## src/rtl/lc3b_types.sv

```systemverilog
// Shared LC-3b types: arbiter select encoding and arbiter control FSM state.
package lc3b_types;

    localparam logic ARB_SEL_I = 1'b0;
    localparam logic ARB_SEL_D = 1'b1;

    typedef enum logic {ARB_IDLE, ARB_BUSY} lc3b_arb_state;

endpackage

```

## src/rtl/arbiter_control.sv

```systemverilog
// Control FSM for the I/D-to-L2 arbiter: grants the shared L2 port, holds the
// grant until L2 responds, steers the response back and watches for hangs.
module arbiter_control
    import lc3b_types::*;
#(
    parameter int TIMEOUT_CYCLES = 1024,
    parameter int CNT_WIDTH      = 16
) (
    input  logic                 clk,
    input  logic                 rst_n,
    input  logic                 i_mem_read,
    input  logic                 i_mem_write,
    input  logic                 d_mem_read,
    input  logic                 d_mem_write,
    input  logic                 l2_mem_resp,
    output logic                 arbiter_sel,
    output logic                 i_mem_resp,
    output logic                 d_mem_resp,
    output logic                 arb_busy,
    output logic                 timeout_err,
    output logic [CNT_WIDTH-1:0] conflict_count
);

    localparam logic [CNT_WIDTH-1:0] CNT_MAX  = '1;
    localparam logic [CNT_WIDTH-1:0] WD_LIMIT = CNT_WIDTH'(TIMEOUT_CYCLES - 1);

    lc3b_arb_state        state_q, state_d;
    logic                 sel_q, last_q;
    logic [CNT_WIDTH-1:0] wd_cnt;
    logic                 i_req, d_req, any_req, both_req, owner_req, winner;

    assign i_req     = i_mem_read | i_mem_write;
    assign d_req     = d_mem_read | d_mem_write;
    assign any_req   = i_req | d_req;
    assign both_req  = i_req & d_req;
    assign owner_req = (sel_q == ARB_SEL_D) ? d_req : i_req;

    // Ties alternate against the last side actually served.
    always_comb begin
        winner = sel_q;
        if (both_req)   winner = ~last_q;
        else if (i_req) winner = ARB_SEL_I;
        else if (d_req) winner = ARB_SEL_D;
    end

    always_comb begin
        state_d     = state_q;
        arbiter_sel = ARB_SEL_I;
        i_mem_resp  = 1'b0;
        d_mem_resp  = 1'b0;
        arb_busy    = 1'b0;
        case (state_q)
            ARB_IDLE: begin
                arbiter_sel = winner;
                if (any_req) begin
                    if (l2_mem_resp) begin
                        i_mem_resp = (winner == ARB_SEL_I);
                        d_mem_resp = (winner == ARB_SEL_D);
                    end else begin
                        state_d = ARB_BUSY;
                    end
                end
            end
            ARB_BUSY: begin
                arbiter_sel = sel_q;
                arb_busy    = 1'b1;
                i_mem_resp  = l2_mem_resp & (sel_q == ARB_SEL_I);
                d_mem_resp  = l2_mem_resp & (sel_q == ARB_SEL_D);
                if (l2_mem_resp || !owner_req) state_d = ARB_IDLE;
            end
            default: state_d = ARB_IDLE;
        endcase
        // Outputs are combinational from live inputs, so mask them while reset is held.
        if (!rst_n) begin
            arbiter_sel = ARB_SEL_I;
            i_mem_resp  = 1'b0;
            d_mem_resp  = 1'b0;
            arb_busy    = 1'b0;
        end
    end

    always_ff @(posedge clk or negedge rst_n) begin
        if (!rst_n) begin
            state_q        <= ARB_IDLE;
            sel_q          <= ARB_SEL_I;
            last_q         <= ARB_SEL_D;
            wd_cnt         <= '0;
            timeout_err    <= 1'b0;
            conflict_count <= '0;
        end else begin
            state_q <= state_d;
            if (state_q == ARB_IDLE) begin
                if (any_req) begin
                    sel_q <= winner;
                    if (l2_mem_resp) last_q <= winner;
                    else             wd_cnt <= '0;
                end
                if (both_req && conflict_count != CNT_MAX)
                    conflict_count <= conflict_count + 1'b1;
            end else begin
                if (wd_cnt != CNT_MAX) wd_cnt <= wd_cnt + 1'b1;
                // Flag only; the grant is deliberately left in place.
                if (!l2_mem_resp && wd_cnt >= WD_LIMIT) timeout_err <= 1'b1;
                if (l2_mem_resp) last_q <= sel_q;
            end
        end
    end

endmodule

```

## config.mk

```make
export PLATFORM = sky130hd
export DESIGN_NAME = arbiter_control
export DESIGN_NICKNAME = d
export VERILOG_FILES = /design/src/rtl/lc3b_types.sv /design/src/rtl/arbiter_control.sv
export SDC_FILE = /design/constraint.sdc
export NUM_CORES = 1
export LEC_CHECK = 0
export BUFFER_PORTS_ARGS = -buffer_cell sky130_fd_sc_hd__buf_2
export CAP_MARGIN = 20
export CORE_AREA = 2 2 87 89
export CTS_BUF_LIST = sky130_fd_sc_hd__clkbuf_16
export DETAILED_ROUTE_END_ITERATION = 8
export DIE_AREA = 0 0 89 91
export GPL_TIMING_DRIVEN = 0
export PLACE_DENSITY = 0.49
export SLEW_MARGIN = 20
export SYNTH_ARGS = -nofsm -noshare
export SYNTH_HDL_FRONTEND = slang
export SYNTH_SLANG_ARGS = --single-unit
```

## constraint.sdc

```tcl
create_clock -name clk -period 1.91 [get_ports clk]
set_clock_uncertainty 0.15 [all_clocks]
set_input_delay 0.0955 -clock clk [delete_from_list [all_inputs] [get_ports clk]]
set_output_delay 0.0955 -clock clk [all_outputs]
set_load 0.005 [all_outputs]
```

; ---- Word-level counts from Yosys, hierarchy flattened
; Index checks and enable logic that the tools add are counted.
[totals]
ff_bits = 36
word_cells = 64
input_bits = 7
out_inout_bits = 21
[classes]
order_cmp = 1
bitwise_logic = 10
n_eq_ne = 6
add_sub_neg = 2
n_reduce_logical = 11
mux = 28
[ops]
columns = cell, n
row1 = $mux W16, 4
row2 = $add A16 B1 Y16 const B, 2
row3 = $ne A16 B16 Y1 const B, 2
row4 = $mux W1, 20
row5 = $ge A16 B10 Y1 const B, 1
row6 = $pmux W1 S2, 4
row7 = $reduce_and A2 Y1, 3
row8 = $reduce_and A3 Y1, 2
row9 = $ne A2 B1 Y1 const B, 2
row10 = $ne A2 B2 Y1 const B, 2
row11 = $not A1 Y1, 4
row12 = $and A1 B1 Y1, 3
row13 = $or A1 B1 Y1, 3
row14 = $logic_and A1 B1 Y1, 2
row15 = $logic_not A1 Y1, 2
row16 = $reduce_bool A2 Y1, 1
row17 = $logic_or A1 B1 Y1, 1

; ---- Longest topological paths before layout
; Gate-level depths: netlist of run 1.
[depth]
ltp_word = 9
mapped_depth = 6
mapped_depth_nobuf = 5

; ---- Worst setup path after synthesis of run 1
; Ideal clock, no wire load.
[synth_path]
path_type = register -> register
from = reg wd_cnt[0]
to = reg wd_cnt[12]
synth_period_minus_slack_ns = 1.922
slack_ns = -0.012
t_arrival_ns = 1.692
path_stages_with_launch = 6
setup_time_ns = 0.079
cell_sequence = dfrtp_1 > ha_1 > nand4_1 > or4_4 > o21ai_4 > a2bb2oi_1
[synth_via]
elab_chain_len = 3
elab_cells_between_ends = 6
cone_classes = 1 x add/sub / 2 x eq/ne / 2 x mux / 1 x reduce/logical
[synth_lines]
columns = element, line_no
row1 = from (decl), arbiter_control.sv:29  ; logic [CNT_WIDTH-1:0] wd_cnt;
row2 = from (signal assigned), arbiter_control.sv:101  ; if (wd_cnt != CNT_MAX) wd_cnt <= wd_cnt + 1'b1;
row3 = $add A16 B1 Y16 / $ne A16 B16 Y1 (equally long branches), arbiter_control.sv:101
row4 = $mux W16 / $ne A2 B1 Y1 (equally long branches), n/a
row5 = $mux W16 / $reduce_and A3 Y1 (equally long branches), n/a
; Parallel ways exist; a longest one is shown, timed or not. The select of a mux whose other input is x is not followed.
; A chain may end at the register's enable or synchronous reset.

; ---- Worst setup path in the final report of run 1
[layout_path]
from = reg wd_cnt[1]
to = reg wd_cnt[5]
; The elaborated chain is that of the path after synthesis.

==> results of run 1 <==
## cell usage in the layout (no fill, tap or decap), types with 3 or more instances in the layout
master     instances
a21o_1             3
inv_1              6
clkbuf_16          5
nand4_1           11
nor4_1             4
nor2_1            13
dfrtp_1           33
buf_2             28
nand3_1           14
clkbuf_1           3
xor2_1            12
a21oi_1            5
and3_1             3
o31ai_1            8
nor3_1             4
nand2_1           21
a31oi_1            3
and4_1             4
and2_1             3
buf_4             23
o21ai_0           11
## per-layer routing
layer | routed length [um] | part of all wire [%]
met1 | 2560 | 47
met2 | 2610 | 48
met3 | 198 | 3.6
met4 | 62 | 1.1
met5 | 0 | 0
## worst paths after layout
| kind | slack, ns | from | end |
|---|---|---|---|
| max | -0.07 | wd_cnt[1] | wd_cnt[5] |
| min | -0.22 | rst_n | wd_cnt[8] |
| max reg2reg | -0.07 | wd_cnt[1] | wd_cnt[5] |
| min reg2reg | 0.32 | timeout_err | timeout_err |
| max in group asynchronous | 1.23 | rst_n | conflict_count[0] |
| min in group clk | 0.04 | l2_mem_resp | last_q |
## through the flow
step / worst slack [ns] / util, % / cells / cell area (um^2)
final: -0.0689 / 39.2 / 377 / 2800
after global routing: -0.147 / 39.2 / 377 / 2800
after CTS: -0.119 / 37.0 / 366 / 2640
after detailed placement: -0.267 / 32.7 / 347 / 2340
after global placement: -0.243 / 32.7 / 347 / 2340
after floorplan: 0.00959 / - / 221 / 2080
## timing repair
| item | CTS | global route |
|---|---|---|
| endpoints found under the setup margin | 26 | 32 |
| hold endpoints to repair | 35 | 35 |
| pin swaps | 10 | 12 |
| gates resized for setup | 16 | 15 |
| buffers inserted | 11 | 11 |
## registers in the layout, summed over array words and instances (netlist names)
| register | cells |
|---|---|
| timeout_err | 1 |
| last_q | 1 |
| sel_q | 1 |
| conflict_count | 16 |
| wd_cnt | 16 |
| state_q | 1 |
## worst reg2reg max path, stage by stage, from the launching register on
cell and delay [ns]:
dfrtp_1 0.39, ha_4 0.15, nand4_1 0.17, or4_4 0.60, buf_4 0.16, o221ai_4 0.17, o2bb2ai_2 0.12
## cells by family (layout without fill, tap and decap cells)
family,count (synthesis),after routing,share of synthesized area [%]
AO/OA/AOI/OAI,52,52,18.1
adder cells (fa/ha/maj),2,2,1.21
flip-flops,36,36,43.5
XOR/XNOR,12,12,5.07
buffers and inverters,14,71,2.89
multiplexers,4,4,2.05
AND/OR/NAND/NOR,101,101,27.2
## cell type report
type                            count  area (um^2)
Clock buffer                        5          125
Inverter                            5         18.8
Fill cell                         768         4340
Timing Repair Buffer               49          300
Multi-Input combinational cell    171         1260
Buffer                              9         48.8
Clock inverter                      3         15.0
Tap cell                           99          124
Sequential cell                    36          905
## power groups by stage
stage          clock network [W]  logic [W]  registers (W)
2_1_floorplan                  0   0.000263        0.00102
3_3_place_gp                   0   0.000453        0.00104
3_5_place_dp                   0   0.000455        0.00104
4_1_cts                 0.000811   0.000502        0.00103
5_1_grt                 0.000849   0.000649        0.00105
6_report                0.000796   0.000575        0.00103
==> metrics.csv, run 1 <==
stage;metric;value;unit
place;port_buffers;27;
timing;period_needed;1.98;ns
global_route;grt_busiest_layer;met2;
synthesis;ys_types;55;
power_and_ir_drop;switching_share;30.7;%
synthesis;synth_edf_count;0;
synthesis;syn_area_per_cell;9.39;um^2
clocking;cts_buffers;5;
detailed_routing;viasPerCell;5.02;
final_layout;diodes;0;
global_route;use_met2;22.7;%
setup_path;critPathKind;flop to flop;
timing;fin_tns_setup;-0.218;ns
synthesis;synthTopCellsByArea;dfrtp_1, xor2_1, nand2_1, nand3_1, nand4_1;
synthesis;seq_area_frac_synth;43.5;%
timing;layout_setup_ws;-0.0689;ns
timing;worstMarginPinSlew;0.868;ns
synthesis;synth-async-reset-ratio;100;%
synthesis;ys.warnings.count;0;
global_route;use_met3;2.91;%
outcome;violations;hold timing, setup timing;
power_and_ir_drop;power.switching;0.000738;W
global_route;grt_overflow;0;
setup_path;cp.depth;6;
timing;holdWs;-0.220;ns
power_and_ir_drop;power.total;0.00240;W
detailed_routing;wl_per_cell;14.4;um
global_route;grt_max_degree;40;
detailed_routing;routed-via-count;1894;
final_layout;drive_above_1_share;33.5;%
synthesis;synth_flop_cell;dfrtp_1;
clocking;h-tree-depth;2;
clocking;clock_path_buffers;2;
detailed_routing;drc;0;
power_and_ir_drop;cellPowerDensity;858;mW/mm^2
global_route;grt_usage;14.1;%
floorplan;top_level_ports;28;
power_and_ir_drop;pwr-share-clk;33.1;%
setup_path;crit_buf_inv;1;
global_route;grt_use_met1;19.2;%
synthesis;synth_most_common_cell;dfrtp_1;
floorplan;initial_utilization;29.1;%
timing;rsz0062_at_grt;true;
setup_path;r2r_cells;6;
place;dp_hpwl;3.56;mm
setup_path;cpPeakStageDelay;0.60;ns
power_and_ir_drop;power.leakage;1.30;nW
floorplan;die_area;0.00810;mm^2
setup_path;crit_arrival;2.04;ns
timing;finalCritPeriodShare;104;%
floorplan;core;0.00714;mm^2
setup_path;cp_slowest_cell;or4_4;
synthesis;synth.net_count;230;
timing;max_freq;505;MHz
timing;setup_violations;8;
detailed_routing;drtIter0Drc;75;
place;gp_congestion;0.790;
setup_path;crit_chain;ha_4 > nand4_1 > or4_4 > buf_4 > o221ai_4 > o2bb2ai_2;
synthesis;synth_top_area_share;42.2;%
global_route;grt_antenna_before_repair;0;
floorplan;fp.dieH;91;um
flow_run;drv_cap;0;
detailed_routing;wl;5.43;mm
detailed_routing;ant_nets;0;
final_layout;synthToLayoutAreaGrowth;35.0;%
floorplan;die_w;89;um
clocking;cts.clk_slew.worst_paths;0.06;ns
synthesis;syn_area;0.00207;mm^2
power_and_ir_drop;internal_power;0.00167;W
worst_hold_path;hold_path_class;primary input to async pin;
synthesis;netlist_instances;221;
timing;slew_violations;0;
clocking;cts_tree;done;
timing;finalHoldViolCount;35;
synthesis;synth_area_leader_cell;dfrtp_1;
power_and_ir_drop;power_frac_seq;43.0;%
setup_path;path_delay_family;simple AND/OR/NAND/NOR gates;
floorplan;fp-row-count;31;
clocking;clock_sinks;36;
global_route;grt_pass1_vias;1894;
clocking;cts_root_buf;clkbuf_16;
setup_path;endpoint_kind;flop;
outcome;status;complete, but fails checks;
final_layout;layout.nets;286;
timing;slew_headroom;42.1;%
synthesis;synthTopCellsByCount;dfrtp_1, nand2_1, nand3_1;
global_route;grt_pass1_wl;9.06;mm
setup_path;critPathRequiredTime;1.97;ns
power_and_ir_drop;comb_power_share;23.9;%
power_and_ir_drop;ir_drop;0.454;mV
setup_path;crit_path_max_fanout;4;
setup_path;crit_path_start_kind;flop;
detailed_routing;dr.pass1.iters;4;
synthesis;ys_ff_latch;36;
clocking;clkLatencyLatePin;0.28;ns
Note: power is estimated with default switching activity, not from simulation.
==> run 2, diff against run 1 <==
Settings changed: MAX_ROUTING_LAYER set to met4.
Clock period 1.91 ns to 1.6 ns, I/O delays scaled along.
==> run 2 against run 1 <==
  * The run still ends with hold timing, setup timing left
  * Largest power group unchanged
  * Via count up 8.8%
  * Register-to-register slack got worse by 0.22 ns
  * Non-clock buffer count grew 14
  * Clock-buffer cell count is the same
  * Utilization increased by 4.2 points
  * Critical path depth is 1 lower
  * Sequential power is 21% higher
  * Sequential share of layout area down 3.0 points
  * Routed wire length rose by 9.4%
  * Flip-flop and latch count stayed put
==> metrics.csv, run 2 (synthesized netlist as in run 1, its figures left out) <==
stage;metric;value;unit;change
outcome;status;complete, but fails checks;;unchanged
outcome;violations;hold timing, setup timing;;unchanged
final_layout;layout.nets;300;;was 286
clocking;h-tree-depth;2;;unchanged
global_route;grt_usage;15.9;%;was 14.1%
setup_path;crit_buf_inv;1;;unchanged
detailed_routing;dr.pass1.iters;4;;unchanged
setup_path;crit_chain;buf_4 > nand4_4 > or3_4 > o311a_1 > a221o_1;;was ha_4 > nand4_1 > or4_4 > buf_4 > o221ai_4 > o2bb2ai_2
timing;slew_headroom;42.7;%;was 42.1%
final_layout;reg.largest.list;conflict_count x16, wd_cnt x16;;unchanged
clocking;clock_sinks;36;;unchanged
floorplan;fp-row-count;31;;unchanged
detailed_routing;wl_per_cell;15.2;um;was 14.4 um
detailed_routing;drc;0;;unchanged
final_layout;layout_common_cells;buf_4, dfrtp_1, buf_2, nand2_1;;was dfrtp_1, buf_2, buf_4, nand2_1, nand3_1
clocking;clock_path_buffers;2;;unchanged
setup_path;cp_slowest_cell;or3_4;;was or4_4
timing;worstMarginPinSlew;0.860;ns;was 0.868 ns
setup_path;path_delay_family;simple AND/OR/NAND/NOR gates;;unchanged
final_layout;diodes;0;;unchanged
global_route;grt_max_degree;40;;unchanged
power_and_ir_drop;power.leakage;1.40;nW;was 1.30 nW
place;dp_cells;347;;unchanged
final_layout;final_common_cell;buf_4;;was dfrtp_1
setup_path;critPathRequiredTime;1.61;ns;was 1.97 ns
worst_hold_path;hold_path_class;primary input to async pin;;unchanged
setup_path;crit_arrival;1.90;ns;was 2.04 ns
global_route;grt_antenna_before_repair;0;;unchanged
setup_path;crit_path_max_fanout;10;;was 4
final_layout;stdcell_count;391;;was 377
global_route;grt_pass1_wl;9.93;mm;was 9.06 mm
place;dp_hpwl;3.69;mm;was 3.56 mm
setup_path;cpPeakStageDelay;0.46;ns;was 0.60 ns
floorplan;top_level_ports;28;;unchanged
floorplan;die_area;0.00810;mm^2;unchanged
clocking;cts_root_buf;clkbuf_16;;unchanged
floorplan;initial_utilization;29.1;%;unchanged
floorplan;core;0.00714;mm^2;unchanged
setup_path;endpoint_kind;flop;;unchanged
timing;rsz0062_at_grt;true;;unchanged
timing;max_freq;528;MHz;was 505 MHz
final_layout;synthToLayoutAreaGrowth;49.5;%;was 35.0%
detailed_routing;wl;5.94;mm;was 5.43 mm
power_and_ir_drop;ir_drop;0.672;mV;was 0.454 mV
place;gp_congestion;0.771;;was 0.790
place;port_buffers;27;;unchanged
floorplan;fp.dieH;91;um;unchanged
detailed_routing;routed-via-count;2060;;was 1,894
final_layout;finish.utilization;43.4;%;was 39.2%
setup_path;crit_path_start_kind;flop;;unchanged
timing;layout_setup_ws;-0.293;ns;was -0.0689 ns
timing;finalCritPeriodShare;118;%;was 104%
timing;setup_violations;30;;was 8
detailed_routing;drtIter0Drc;108;;was 75
clocking;clkLatencyLatePin;0.28;ns;about the same
detailed_routing;viasPerCell;5.27;;was 5.02
timing;finalHoldViolCount;35;;unchanged
clocking;cts.clk_slew.worst_paths;0.05;ns;was 0.06 ns
final_layout;drive_above_1_share;45.5;%;was 33.5%
flow_run;drv_cap;0;;unchanged
setup_path;critPathKind;flop to flop;;unchanged
global_route;grt_pass1_vias;2072;;was 1,894
power_and_ir_drop;cellPowerDensity;983;mW/mm^2;was 858 mW/mm^2
global_route;grt_overflow;0;;unchanged
clocking;cts_buffers;5;;unchanged
detailed_routing;ant_nets;0;;unchanged
place;pre_cts_ws;-0.526;ns;was -0.267 ns
timing;period_needed;1.89;ns;was 1.98 ns
final_layout;nFillCells;698;;was 768
timing;holdWs;-0.234;ns;was -0.220 ns
clocking;cts_tree;done;;unchanged
timing;slew_violations;0;;unchanged
floorplan;die_w;89;um;unchanged
[run 2: cell types whose count changed in the layout (fill, tap and decap cells not counted), moves of 3 or more]
cell,delta
buf_4,+13
buf_6,+3
dfrtp_1,-4
dfrtp_2,+4
nand3_1,-5
nand3_2,+4
o21ai_0,-5
o21ai_1,+4
o31ai_1,-5
o31ai_2,+4
[run 2: layer usage]
| metal | part of all wire (%) | up-vias | GRT usage (%) |
|---|---|---|---|
| li1 | - | 981 | - |
| met2 | 48 | 60 | 23.6 |
| met5 | 0 | - | - |
| met4 | 1.8 | 0 | 5.60 |
| met3 | 4.3 | 10 | 2.82 |
| met1 | 46 | 1009 | 21.8 |
[run 2: stage by stage]
stage                     power, W  TNS [ns]  cell area (um^2)
after floorplan            0.00158     -3.88              2170
after global placement     0.00185    -11.08              2430
after detailed placement   0.00186    -10.80              2430
after CTS                  0.00304     -4.70              2990
after global routing       0.00323     -7.48              3100
final                      0.00305     -4.79              3100
[run 2: cell type report]
class / instances / area, um^2 / area share (%)
Timing Repair Buffer: 64 / 424 / 13.7
Tap cell: 99 / 124 / 4.00
Inverter: 5 / 18.8 / 0.605
Buffer: 8 / 67.6 / 2.18
Sequential cell: 36 / 910 / 29.3
Clock buffer: 5 / 125 / 4.04
Multi-Input combinational cell: 171 / 1420 / 45.8
Clock inverter: 3 / 11.3 / 0.363
[run 2: worst reg2reg max path: stages, from the launching register on]
cell,delay [ns]
dfrtp_1,0.32
buf_4,0.17
nand4_4,0.13
or3_4,0.46
o311a_1,0.31
a221o_1,0.26
[run 2: worst paths after layout]
| path | from | slack, ns | end | cells after the start |
|---|---|---|---|---|
| worst max-delay path | wd_cnt[5] | -0.29 | wd_cnt[15] | 5 |
| max in group asynchronous | rst_n | 0.93 | conflict_count[8] | 1 |
| worst min-delay path | rst_n | -0.23 | wd_cnt[5] | 1 |
| min in group clk | l2_mem_resp | 0.02 | last_q | 3 |
| worst min register to register | timeout_err | 0.34 | timeout_err | 1 |
| worst max register to register | wd_cnt[5] | -0.29 | wd_cnt[15] | 5 |
[run 2: power breakdown]
group,internal [W],switching (W),total (W)
clock,0.000560,0.000363,0.000923
combinational,0.000469,0.000408,0.000877
sequential,0.00106,0.000186,0.00125
total,0.00209,0.000957,0.00305
[run 2: timing repair]
item / in CTS / in global routing
pin swaps: 26 / 11
hold endpoints to repair: 35 / 35
endpoints found under the setup margin: 37 / 38
setup buffers: 32 / 5
gates resized for setup: 45 / 18
